## config.mk

```make
export PLATFORM = sky130hd
export DESIGN_NAME = load_cell_a2d_intf
export DESIGN_NICKNAME = d
export VERILOG_FILES = /design/src/rtl/a2d_pkg.sv /design/src/rtl/spi_mnrch.sv /design/src/rtl/load_cell_a2d_intf.sv
export SDC_FILE = /design/constraint.sdc
export NUM_CORES = 1
export LEC_CHECK = 0
export ABC_AREA = 0
export BUFFER_PORTS_ARGS = -buffer_cell sky130_fd_sc_hd__buf_2
export CAP_MARGIN = 10
export CORE_UTILIZATION = 49
export CTS_BUF_LIST = sky130_fd_sc_hd__clkbuf_4 sky130_fd_sc_hd__clkbuf_8 sky130_fd_sc_hd__clkbuf_16
export CTS_CLUSTER_SIZE = 25
export DETAILED_ROUTE_END_ITERATION = 16
export GPL_ROUTABILITY_DRIVEN = 0
export GPL_TIMING_DRIVEN = 0
export PLACE_DENSITY_LB_ADDON = 0.05
export SLEW_MARGIN = 20
export SYNTH_ARGS = -nofsm -noshare
export SYNTH_HDL_FRONTEND = slang
export SYNTH_SLANG_ARGS = --single-unit
```

## constraint.sdc

```tcl
create_clock -name clk -period 2.6 [get_ports clk]
set_input_delay 0.65 -clock clk [delete_from_list [all_inputs] [get_ports clk]]
set_output_delay 0.65 -clock clk [all_outputs]
set_load 0.01 [all_outputs]
```

## src/rtl/a2d_pkg.sv

```systemverilog
// Shared types and constants for the load-cell A2D round-robin reader.
// Holds FSM encodings, default ADC channel map, SPI divider phases and the command-word helper.
package a2d_pkg;

    typedef enum logic [1:0] {IDLE, CMD, GAP, READ} a2d_state_t;
    typedef enum logic [1:0] {SPI_IDLE, SPI_FRONT, SPI_XFER} spi_state_t;

    localparam logic [2:0] DFLT_LFT_CH   = 3'd0;
    localparam logic [2:0] DFLT_RGHT_CH  = 3'd4;
    localparam logic [2:0] DFLT_STEER_CH = 3'd5;
    localparam logic [2:0] DFLT_BATT_CH  = 3'd6;

    localparam logic [4:0] DIV_LOAD = 5'b10111;
    localparam logic [4:0] DIV_SMPL = 5'b01111;
    localparam logic [4:0] DIV_SHFT = 5'b11111;

    function automatic logic [15:0] cmd_word(input logic [2:0] chnl);
        return {2'b00, chnl, 11'h000};
    endfunction

endpackage

```

## src/rtl/spi_mnrch.sv

```systemverilog
// 16-bit SPI master, SCLK = clk/32, MOSI launched on SCLK fall, MISO sampled just before SCLK rise.
// done (and rd_data) valid for one clk 520 clks after wrt; wrt is ignored while a frame is in flight.
module spi_mnrch
    import a2d_pkg::*;
(
    input  logic        clk,
    input  logic        rst_n,
    input  logic        wrt,
    input  logic [15:0] wt_data,
    output logic        done,
    output logic [15:0] rd_data,
    output logic        SS_n,
    output logic        SCLK,
    output logic        MOSI,
    input  logic        MISO
);

    spi_state_t  state, nxt_state;
    logic [4:0]  div;
    logic [3:0]  bit_cnt;
    logic [15:0] shft_reg;
    logic        miso_smpl;
    logic        ss_q;
    logic        smpl, shft, last;

    always_comb begin
        smpl = (state != SPI_IDLE) && (div == DIV_SMPL);
        shft = (state == SPI_XFER) && (div == DIV_SHFT);
        last = shft && (bit_cnt == 4'd15);
    end

    always_comb begin
        nxt_state = state;
        case (state)
            SPI_IDLE:  if (wrt)  nxt_state = SPI_FRONT;
            SPI_FRONT: if (smpl) nxt_state = SPI_XFER;
            SPI_XFER:  if (last) nxt_state = SPI_IDLE;
            default:             nxt_state = SPI_IDLE;
        endcase
    end

    always_ff @(posedge clk or negedge rst_n) begin
        if (!rst_n) state <= SPI_IDLE;
        else        state <= nxt_state;
    end

    always_ff @(posedge clk or negedge rst_n) begin
        if (!rst_n) begin
            div       <= DIV_LOAD;
            bit_cnt   <= 4'd0;
            shft_reg  <= 16'h0000;
            miso_smpl <= 1'b0;
            ss_q      <= 1'b1;
        end else if (state == SPI_IDLE) begin
            if (wrt) begin
                ss_q     <= 1'b0;
                shft_reg <= wt_data;
                div      <= DIV_LOAD;
                bit_cnt  <= 4'd0;
            end
        end else begin
            // Reloading on the last shift parks SCLK high so no 17th falling edge appears.
            div <= last ? DIV_LOAD : div + 5'd1;
            if (smpl) miso_smpl <= MISO;
            if (shft) begin
                shft_reg <= {shft_reg[14:0], miso_smpl};
                bit_cnt  <= bit_cnt + 4'd1;
            end
            if (last) ss_q <= 1'b1;
        end
    end

    // Chip select lifts during the done clk too, giving the caller a 2-clk deselect gap.
    assign done    = last;
    assign rd_data = last ? {shft_reg[14:0], miso_smpl} : shft_reg;
    assign SS_n    = ss_q | last;
    assign SCLK    = div[4];
    assign MOSI    = shft_reg[15];

endmodule

```

## src/rtl/load_cell_a2d_intf.sv

```systemverilog
// Round-robin ADC reader: each nxt runs two SPI frames and updates one result 1043 clks later.
// nxt is dropped unless idle; vld pulses once per full round when batt is written.
module load_cell_a2d_intf
    import a2d_pkg::*;
#(
    parameter logic [2:0] LFT_CH   = DFLT_LFT_CH,
    parameter logic [2:0] RGHT_CH  = DFLT_RGHT_CH,
    parameter logic [2:0] STEER_CH = DFLT_STEER_CH,
    parameter logic [2:0] BATT_CH  = DFLT_BATT_CH
) (
    input  logic        clk,
    input  logic        rst_n,
    input  logic        nxt,
    input  logic        MISO,
    output logic        SS_n,
    output logic        SCLK,
    output logic        MOSI,
    output logic [11:0] lft_ld,
    output logic [11:0] rght_ld,
    output logic [11:0] steer_pot,
    output logic [11:0] batt,
    output logic        vld
);

    a2d_state_t  state, nxt_state;
    logic [1:0]  rr;
    logic [2:0]  chnl;
    logic        wrt, done, capture;
    logic [15:0] rd_data;
    logic [3:0]  rd_pad_unused;
    logic [11:0] rd_res;

    assign {rd_pad_unused, rd_res} = rd_data;

    always_comb begin
        case (rr)
            2'd0:    chnl = LFT_CH;
            2'd1:    chnl = RGHT_CH;
            2'd2:    chnl = STEER_CH;
            default: chnl = BATT_CH;
        endcase
    end

    // Frame 2 repeats the same command; its read-back carries frame 1's conversion.
    always_comb begin
        nxt_state = state;
        wrt       = 1'b0;
        capture   = 1'b0;
        case (state)
            IDLE: if (nxt) begin
                wrt       = 1'b1;
                nxt_state = CMD;
            end
            CMD:  if (done) nxt_state = GAP;
            GAP: begin
                wrt       = 1'b1;
                nxt_state = READ;
            end
            READ: if (done) begin
                capture   = 1'b1;
                nxt_state = IDLE;
            end
            default: nxt_state = IDLE;
        endcase
    end

    always_ff @(posedge clk or negedge rst_n) begin
        if (!rst_n) state <= IDLE;
        else        state <= nxt_state;
    end

    always_ff @(posedge clk or negedge rst_n) begin
        if (!rst_n) begin
            rr        <= 2'd0;
            vld       <= 1'b0;
            lft_ld    <= 12'h000;
            rght_ld   <= 12'h000;
            steer_pot <= 12'h000;
            batt      <= 12'h000;
        end else begin
            vld <= capture && (rr == 2'd3);
            if (capture) begin
                case (rr)
                    2'd0:    lft_ld    <= rd_res;
                    2'd1:    rght_ld   <= rd_res;
                    2'd2:    steer_pot <= rd_res;
                    default: batt      <= rd_res;
                endcase
                rr <= rr + 2'd1;
            end
        end
    end

    spi_mnrch u_spi (
        .clk     (clk),
        .rst_n   (rst_n),
        .wrt     (wrt),
        .wt_data (cmd_word(chnl)),
        .done    (done),
        .rd_data (rd_data),
        .SS_n    (SS_n),
        .SCLK    (SCLK),
        .MOSI    (MOSI),
        .MISO    (MISO)
    );

endmodule

```

==> results of run 1 <==
-- path summary, 6_finish.rpt --
| path | startpoint | to | slack [ns] |
|---|---|---|---|
| hold reg to reg | rght_ld[11] | rght_ld[11] | 0.48 |
| max in group asynchronous | rst_n | u_spi.div[0] | 1.74 |
| setup reg to reg | u_spi.div[0] | rght_ld[2] | 0.24 |
| setup / recovery | u_spi.div[0] | SS_n | 0.10 |
| hold / removal | rst_n | rght_ld[8] | 0.22 |
| min in group clk | rght_ld[11] | rght_ld[11] | 0.48 |
-- cell families (layout without fill, tap and decap cells) --
kind of cell    count (synthesis)  count (layout)  synth area share [%]
compound gates                 31              31                  6.44
xor+xnor                        4               4                 0.959
fa+ha+maj                      15              15                  5.14
buf+inv                        17              93                  4.04
flops                          82              82                  56.3
mux                            55              55                  21.0
simple gates                   35              35                  6.13
-- timing repair --
action | in CTS | in global routing
resized for setup | 4 | 2
pin swaps | 2 | 2
endpoints found under the setup margin | 1 | 1
endpoints found under the hold margin | 0 | 0
buffers inserted | 2 | 3
-- worst max-delay path, stage by stage, from the launching register on --
cell and delay, ns:
dfstp_2 0.57, ha_4 0.14, and3_4 0.19, ha_4 0.15
nand4_4 0.13, nor2_8 0.11, nor2_1 0.05, inv_1 0.04
buf_2 0.11
-- power groups by stage --
stage,logic [mW],clock network [mW],registers [mW]
floorplan,0.00156,0,1.30
global placement,0.0298,0,1.30
detailed placement,0.0356,0,1.30
CTS,0.0355,1.13,1.28
global route,0.0394,1.18,1.28
finish,0.0329,1.10,1.28
-- routing by layer --
| metal | part of all wire (%) | wire, um |
|---|---|---|
| met4 | 1.5 | 100 |
| met1 | 48 | 3140 |
| met2 | 47 | 3050 |
| met5 | 0 | 0 |
| met3 | 3.0 | 193 |
-- cell usage after synthesis, drive strengths merged --
cell type  number
xnor2           2
a22o           14
o22a            1
inv             8
nor2           12
or2             1
ha             15
a21o            1
dfstp           5
nand2b          2
buf             9
nand2           7
a2111o          1
and3            6
nand4b          1
nand3           2
dfrtp          77
nand4           2
a21oi           5
mux2           52
o22ai           3
o21ai           5
mux2i           3
o21ba           1
xor2            2
and3b           1
or3             1
-- area by class of cell --
type | instances | area share [%]
plain buffers | 9 | 2.68
clock buffers | 9 | 2.82
clock inverters | 6 | 2.56
inverters | 8 | 0.683
multi-input cells | 140 | 33.8
flip-flops and latches | 82 | 46.8
well taps | 99 | 2.82
repair buffers | 61 | 7.80
-- stage by stage --
stage	setup slack, ns	hold slack, ns	std cells	area [um2]	power (mW)
floorplan	0.442	0.354	239	3650	1.30
global placement	0.225	0.464	393	4050	1.33
detailed placement	0.220	0.473	394	4080	1.34
CTS	0.0202	0.226	411	4360	2.44
global route	0.0320	0.241	414	4400	2.50
finish	0.101	0.220	414	4400	2.41
==> run summary, run 1 <==
GRT Total Usage: 18.6%
post-layout util: 60.9%
minimum clock period: 2.50 ns
Std-Cell Rows: 31
number of hold buffers added after CTS: 0
Startpoint Class: register
per-cell routed wire length: 15.7 um
H-tree depth: 3
Clock transition at path regs: 0.08 ns
Rel. slew slack: 70.3%
die area: 0.00781 mm2
CTS tree: built
Clock Tree Buf Depth: 2
met3 GRT Util: 4.38%
Pleak: 2.25 nW
commonest non-fill, non-tap cells in the layout: dfrtp_1, buf_2, mux2_4
Sequential cell area: 0.00206 mm2
HP Class: primary input to async pin
worst-skew pair later-pin latency: 0.35 ns
max-cap violation count: 0
fillers: 620
setup_tns: 0 ns
GRT busiest layer: met2
# nets final: 330
initial core utilization: 50.6%
Die W: 88.4 um
post-route ant nets: 0
Synth top area share: 52.7%
antenna diode count: 0
via count: 2125
Post-Syn Instances: 239
antenna violations before repair: 0
Slew @ Worst Pin: 0.445 ns
Core Footprint: 0.00721 mm2
ratio of final minimum period to clock period: 96.1%
largest net degree at the start of global routing: 53
FF-to-FF path depth: 10
internal power: 1.92 mW
post-synth top area cell: dfrtp_1
Die Span Y: 88.4 um
sw frac: 20.3%
M1 GR Usage: 25.3%
Final Hold Fails: 0
Num Clock Sinks: 82
multi-input logic area: 0.00149 mm2
register area share after synthesis: 56.3%
CTS root buf: clkbuf_8
DRC: 0
Final setup viols: 0
status: finished clean
via count normalized by instance count: 5.13
WS Path Type: register to output pin
final clock skew: 0.00991 ns
worst path arrival time: 1.85 ns
maximum clock rate: 400 MHz
max reg flops: 16
Final Max Slew Viols: 0
RSZ-0062 raised after global routing: false
synth warn: 0
I/O Buffers: 55
Yosys reg bits: 82
total CTS buffers: 9
drt total wl: 6490 um
Syn-to-layout area delta: 20.3%
Mapped Nets: 258
Clk pwr share: 45.6%
DPL Wire Length: 4290 um
combinational power share: 1.4%
GRT Residual Overflow: 0
Critical Path End Type: output pin
power density cells: 549 mW/mm2
number of global-route vias before repair: 2082
first-pass GRT wire length: 10700 um
peak supply drop: 290 uV
worst path required time: 1.95 ns
net switching power: 0.490 mW
share of cells above drive strength 1: 46.3%
Yosys cell types: 36
first drt pass iteration count: 4
# IOs: 56
Seq pwr share: 53.0%
met2 usage: 28.9%
CP max FO: 2
commonest non-fill, non-tap cell in the layout: dfrtp_1
Synth area leaders: dfrtp_1, mux2_4, ha_1
Avg Inst Size Synth: 15.3 um2
area of the mapped netlist: 0.00365 mm2
DRT iter0 DRCs: 53
(Power assumes the default switching activity.)
==> run 2, diff against run 1 <==
--- a/config.mk
+++ b/config.mk
@@ -8,6 +8,8 @@
 export ABC_AREA = 0
 export BUFFER_PORTS_ARGS = -buffer_cell sky130_fd_sc_hd__buf_2
 export CAP_MARGIN = 10
+export CORE_ASPECT_RATIO = 0.5
+export CORE_MARGIN = 8
 export CORE_UTILIZATION = 49
 export CTS_BUF_LIST = sky130_fd_sc_hd__clkbuf_4 sky130_fd_sc_hd__clkbuf_8 sky130_fd_sc_hd__clkbuf_16
 export CTS_CLUSTER_SIZE = 25
==> run summary, run 2 (synthesis gave the netlist of run 1 again) <==
share of cells above drive strength 1: 46.7%
M1 GR Usage: 18.1%
via count normalized by instance count: 5.12
setup ws final: 0.104 ns
I/O Buffers: 55
Clock transition at path regs: 0.06 ns
Die Span Y: 77.1 um
GRT Residual Overflow: 0
Slowest cell on crit path: dfstp_2
met3 GRT Util: 5.59%
H-tree depth: 3
post-route ant nets: 0
Std-Cell Rows: 22
DRC: 0
max reg flops: 16
ratio of final minimum period to clock period: 96.0%
Clock Tree Buf Depth: 2
drt total wl: 7150 um
number of global-route vias before repair: 2269
Final Hold Fails: 0
peak supply drop: 310 uV
fillers: 573
initial core utilization: 50.3%
die area: 0.0106 mm2
dpl ws: 0.198 ns
antenna violations before repair: 0
WHS: 0.224 ns
Die W: 138 um
Critical Path End Type: output pin
Final Max Slew Viols: 0
Startpoint Class: register
Slew @ Worst Pin: 0.413 ns
DPL Wire Length: 5000 um
CTS tree: built
worst path cell trace: ha_4, and3_4, ha_4, nand4_4, nor2_8, nor2_1, inv_1, buf_2
worst-skew pair later-pin latency: 0.34 ns
RSZ-0062 raised after global routing: false
total CTS buffers: 9
worst path arrival time: 1.85 ns
first drt pass iteration count: 5
WS Path Type: register to output pin
final clock skew: 0.00575 ns
slowest cell delay on critical path: 0.57 ns
Syn-to-layout area delta: 22.4%
worst path required time: 1.95 ns
minimum clock period: 2.50 ns
Rel. slew slack: 72.5%
# nets final: 331
per-cell routed wire length: 17.3 um
# IOs: 56
met2 usage: 21.5%
via count: 2113
Pleak: 2.28 nW
Core Footprint: 0.00727 mm2
largest net degree at the start of global routing: 59
first-pass GRT wire length: 12200 um
Final setup viols: 0
setup_tns: 0 ns
GRT Total Usage: 14.3%
Num Clock Sinks: 82
CP max FO: 3
GRT busiest layer: met2
power density cells: 583 mW/mm2
maximum clock rate: 401 MHz
status: finished clean
DRT iter0 DRCs: 77
antenna diode count: 0
HP Class: primary input to async pin
commonest non-fill, non-tap cell in the layout: dfrtp_1
CTS root buf: clkbuf_16
Most common cell on crit path: ha_4
commonest non-fill, non-tap cells in the layout: dfrtp_1, buf_2, mux2_4
max-cap violation count: 0
==> run 2: cell types whose count changed in the layout (fill, tap and decap cells not counted), sizes merged <==
cell / delta
buf: +1
inv: -1
clkinvlp: +2
bufinv: -2
clkbuf: +2
==> run 2: worst max-delay path: cells and delay by family (launching register included) <==
kind | cells | cell delay, ns
AND/OR/NAND/NOR | 4 | 0.50
buffers and inverters | 2 | 0.16
adder cells (fa/ha/maj) | 2 | 0.29
flip-flops | 1 | 0.57
==> run 2: area by class of cell <==
class / instances / area [um2] / share of cell area [%]
sequential: 82 / 2060 / 46.0
multi-input combinational: 140 / 1490 / 33.2
timing repair buffer: 62 / 350 / 7.83
clock buffer: 11 / 246 / 5.51
tap: 96 / 120 / 2.69
buffer: 9 / 118 / 2.63
clock inverter: 5 / 62.6 / 1.40
inverter: 8 / 30.0 / 0.672
==> run 2: per-stage QoR <==
step	cells	util [%]	power (mW)	area, um2
3_3_place_gp	390	55.7	1.33	4050
4_1_cts	409	61.0	2.65	4430
3_5_place_dp	391	56.1	1.34	4080
2_1_floorplan	239	-	1.30	3650
5_1_grt	413	61.5	2.70	4470
6_report	413	61.5	2.61	4470
==> run 2: worst paths after layout <==
path | cells past startpoint | slack, ns | endpoint | start
hold reg to reg | 1 | 0.49 | lft_ld[0] | lft_ld[0]
setup / recovery | 8 | 0.10 | SS_n | u_spi.div[0]
min in group clk | 1 | 0.49 | lft_ld[0] | lft_ld[0]
setup reg to reg | 10 | 0.23 | rght_ld[1] | u_spi.div[0]
hold / removal | 1 | 0.22 | rght_ld[8] | rst_n
max in group asynchronous | 2 | 1.73 | u_spi.div[1] | rst_n
==> run 2: routing by layer <==
metal	routed length, um	share of wire, %
met5	0	0
met4	89	1.2
met3	392	5.5
met2	3290	46
met1	3380	47
==> run 2: repair_timing <==
action / CTS / global route
endpoints found under the setup margin: 1 / 1
pin swaps: 2 / 2
hold buffers: 0 / 0
gates resized for setup: 4 / 2
setup buffers: 2 / 4
==> run 2: where the power goes <==
part,internal (mW),leakage [nW],switching [mW],total (mW)
clock,0.785,0.146,0.507,1.29
combinational,0.00767,1.04,0.0259,0.0335
sequential,1.28,1.09,0.00292,1.28
total,2.07,2.28,0.535,2.61
==> run 3, diff against run 2 <==
--- a/config.mk
+++ b/config.mk
@@ -8,16 +8,17 @@
 export ABC_AREA = 0
 export BUFFER_PORTS_ARGS = -buffer_cell sky130_fd_sc_hd__buf_2
 export CAP_MARGIN = 10
+export CELL_PAD_IN_SITES_DETAIL_PLACEMENT = 0
+export CELL_PAD_IN_SITES_GLOBAL_PLACEMENT = 1
 export CORE_ASPECT_RATIO = 0.5
 export CORE_MARGIN = 8
-export CORE_UTILIZATION = 49
+export CORE_UTILIZATION = 47
 export CTS_BUF_LIST = sky130_fd_sc_hd__clkbuf_4 sky130_fd_sc_hd__clkbuf_8 sky130_fd_sc_hd__clkbuf_16
 export CTS_CLUSTER_SIZE = 25
 export DETAILED_ROUTE_END_ITERATION = 16
 export GPL_ROUTABILITY_DRIVEN = 0
 export GPL_TIMING_DRIVEN = 0
 export PLACE_DENSITY_LB_ADDON = 0.05
-export SLEW_MARGIN = 20
 export SYNTH_ARGS = -nofsm -noshare
 export SYNTH_HDL_FRONTEND = slang
 export SYNTH_SLANG_ARGS = --single-unit
==> run summary, run 3 (synthesis gave the netlist of run 1 again) <==
commonest non-fill, non-tap cell in the layout: dfrtp_1
Slowest cell on crit path: dfstp_2
CP max FO: 2
RSZ-0062 raised after global routing: false
I/O Buffers: 55
initial core utilization: 49.2%
GRT Total Usage: 13.9%
Seq pwr share: 51.1%
slowest cell delay on critical path: 0.56 ns
Std-Cell Rows: 22
# IOs: 56
DRT iter0 DRCs: 83
number of hold buffers added after CTS: 0
max reg flops: 16
multi-input logic area: 0.00149 mm2
Clk pwr share: 47.5%
first-pass GRT wire length: 11900 um
Pleak: 2.25 nW
maximum clock rate: 402 MHz
DPL Wire Length: 4860 um
crit-path leading delay family: flip-flops
Die W: 141 um
Buf/Inv on CP: 2
Most common cell on crit path: ha_4
final clock skew: 0.00395 ns
die area: 0.0110 mm2
antenna diode count: 0
status: finished clean
largest net degree at the start of global routing: 66
combinational power share: 1.3%
Rel. slew slack: 73.1%
Clock Tree Buf Depth: 2
worst path cell trace: ha_4, and3_4, ha_4, nand4_4, nor2_8, nor2_1, inv_1, buf_2
setup_tns: 0 ns
power density cells: 565 mW/mm2
WS Path Type: register to output pin
DRC: 0
# nets final: 329
net switching power: 0.552 mW
Die Span Y: 78.3 um
fillers: 611
Final Hold Fails: 0
Core Footprint: 0.00743 mm2
worst-skew pair later-pin latency: 0.33 ns
max-cap violation count: 0
post-layout util: 59.6%
share of cells above drive strength 1: 46.3%
H-tree depth: 3
internal power: 1.95 mW
CTS root buf: clkbuf_16
worst path required time: 1.95 ns
Syn-to-layout area delta: 21.3%
worst path arrival time: 1.84 ns
number of global-route vias before repair: 2224
drt total wl: 7140 um
Clock transition at path regs: 0.06 ns
CTS tree: built
via count: 2130
Num Clock Sinks: 82
via count normalized by instance count: 5.18
antenna violations before repair: 0
commonest non-fill, non-tap cells in the layout: dfrtp_1, buf_2, mux2_4
post-route ant nets: 0
sw frac: 22.0%
Slew @ Worst Pin: 0.403 ns
peak supply drop: 316 uV
Startpoint Class: register
total CTS buffers: 9
Sequential cell area: 0.00206 mm2
total chip power: 2.50 mW
Final Max Slew Viols: 0
per-cell routed wire length: 17.4 um
Critical Path End Type: output pin
first drt pass iteration count: 4
HP Class: primary input to async pin
GRT Residual Overflow: 0
minimum clock period: 2.49 ns
ratio of final minimum period to clock period: 95.7%
Final setup viols: 0
==> run 3: cell types whose count changed in the layout (fill, tap and decap cells not counted) <==
cell / previous run / this run
bufinv_16: 1 / 0
clkinv_4: 1 / 2
buf_4: 7 / 5
clkbuf_8: 1 / 0
inv_6: 1 / 2
==> run 3: final timing paths <==
path,startpoint,endpoint,slack (ns),depth (start not counted)
setup / recovery,u_spi.div[0],SS_n,0.11,8
hold / removal,rst_n,u_spi.div[3],0.19,1
setup reg to reg,u_spi.div[0],rght_ld[5],0.24,10
hold reg to reg,rght_ld[0],rght_ld[0],0.49,1
max in group asynchronous,rst_n,u_spi.shft_reg[14],1.82,2
min in group clk,rght_ld[0],rght_ld[0],0.49,1
==> run 3: cell type report <==
| class | instances | share of cell area, % |
|---|---|---|
| plain buffers | 9 | 2.65 |
| clock buffers | 10 | 5.25 |
| clock inverters | 6 | 1.13 |
| inverters | 8 | 0.678 |
| multi-input cells | 140 | 33.5 |
| flip-flops and latches | 82 | 46.5 |
| well taps | 96 | 2.71 |
| repair buffers | 60 | 7.57 |
==> run 3: power by group through the flow <==
stage	Clock, mW	Sequential [mW]	Combinational [mW]
floorplan	0	1.30	0.00156
global placement	0	1.30	0.0286
detailed placement	0	1.30	0.0357
CTS	1.23	1.28	0.0359
global route	1.28	1.28	0.0399
finish	1.19	1.28	0.0334
==> run 3: repair_timing <==
item	CTS	global route
buffers inserted	2	2
pin swaps	2	2
endpoints found under the hold margin	0	0
gates resized for setup	4	2
setup endpoints to repair	1	1
gates cloned	0	0
==> run 3: metal layers <==
metal  vias to the layer above  part of all wire [%]  track usage, %
met1                      1077                    48            18.2
li1                        994                     -               -
met3                         9                   5.9            5.31
met2                        50                    44            20.6
met5                         -                     0               0
met4                         0                   1.3            5.11
==> run 3: per-stage QoR <==
stage | setup slack, ns | cells | instance area, um2 | hold WS (ns)
after floorplan | 0.442 | 239 | 3650 | 0.354
after global placement | 0.200 | 390 | 4050 | 0.464
after detailed placement | 0.190 | 391 | 4080 | 0.474
after CTS | 0.0129 | 409 | 4400 | 0.193
after global routing | 0.0241 | 411 | 4430 | 0.193
final | 0.111 | 411 | 4430 | 0.189
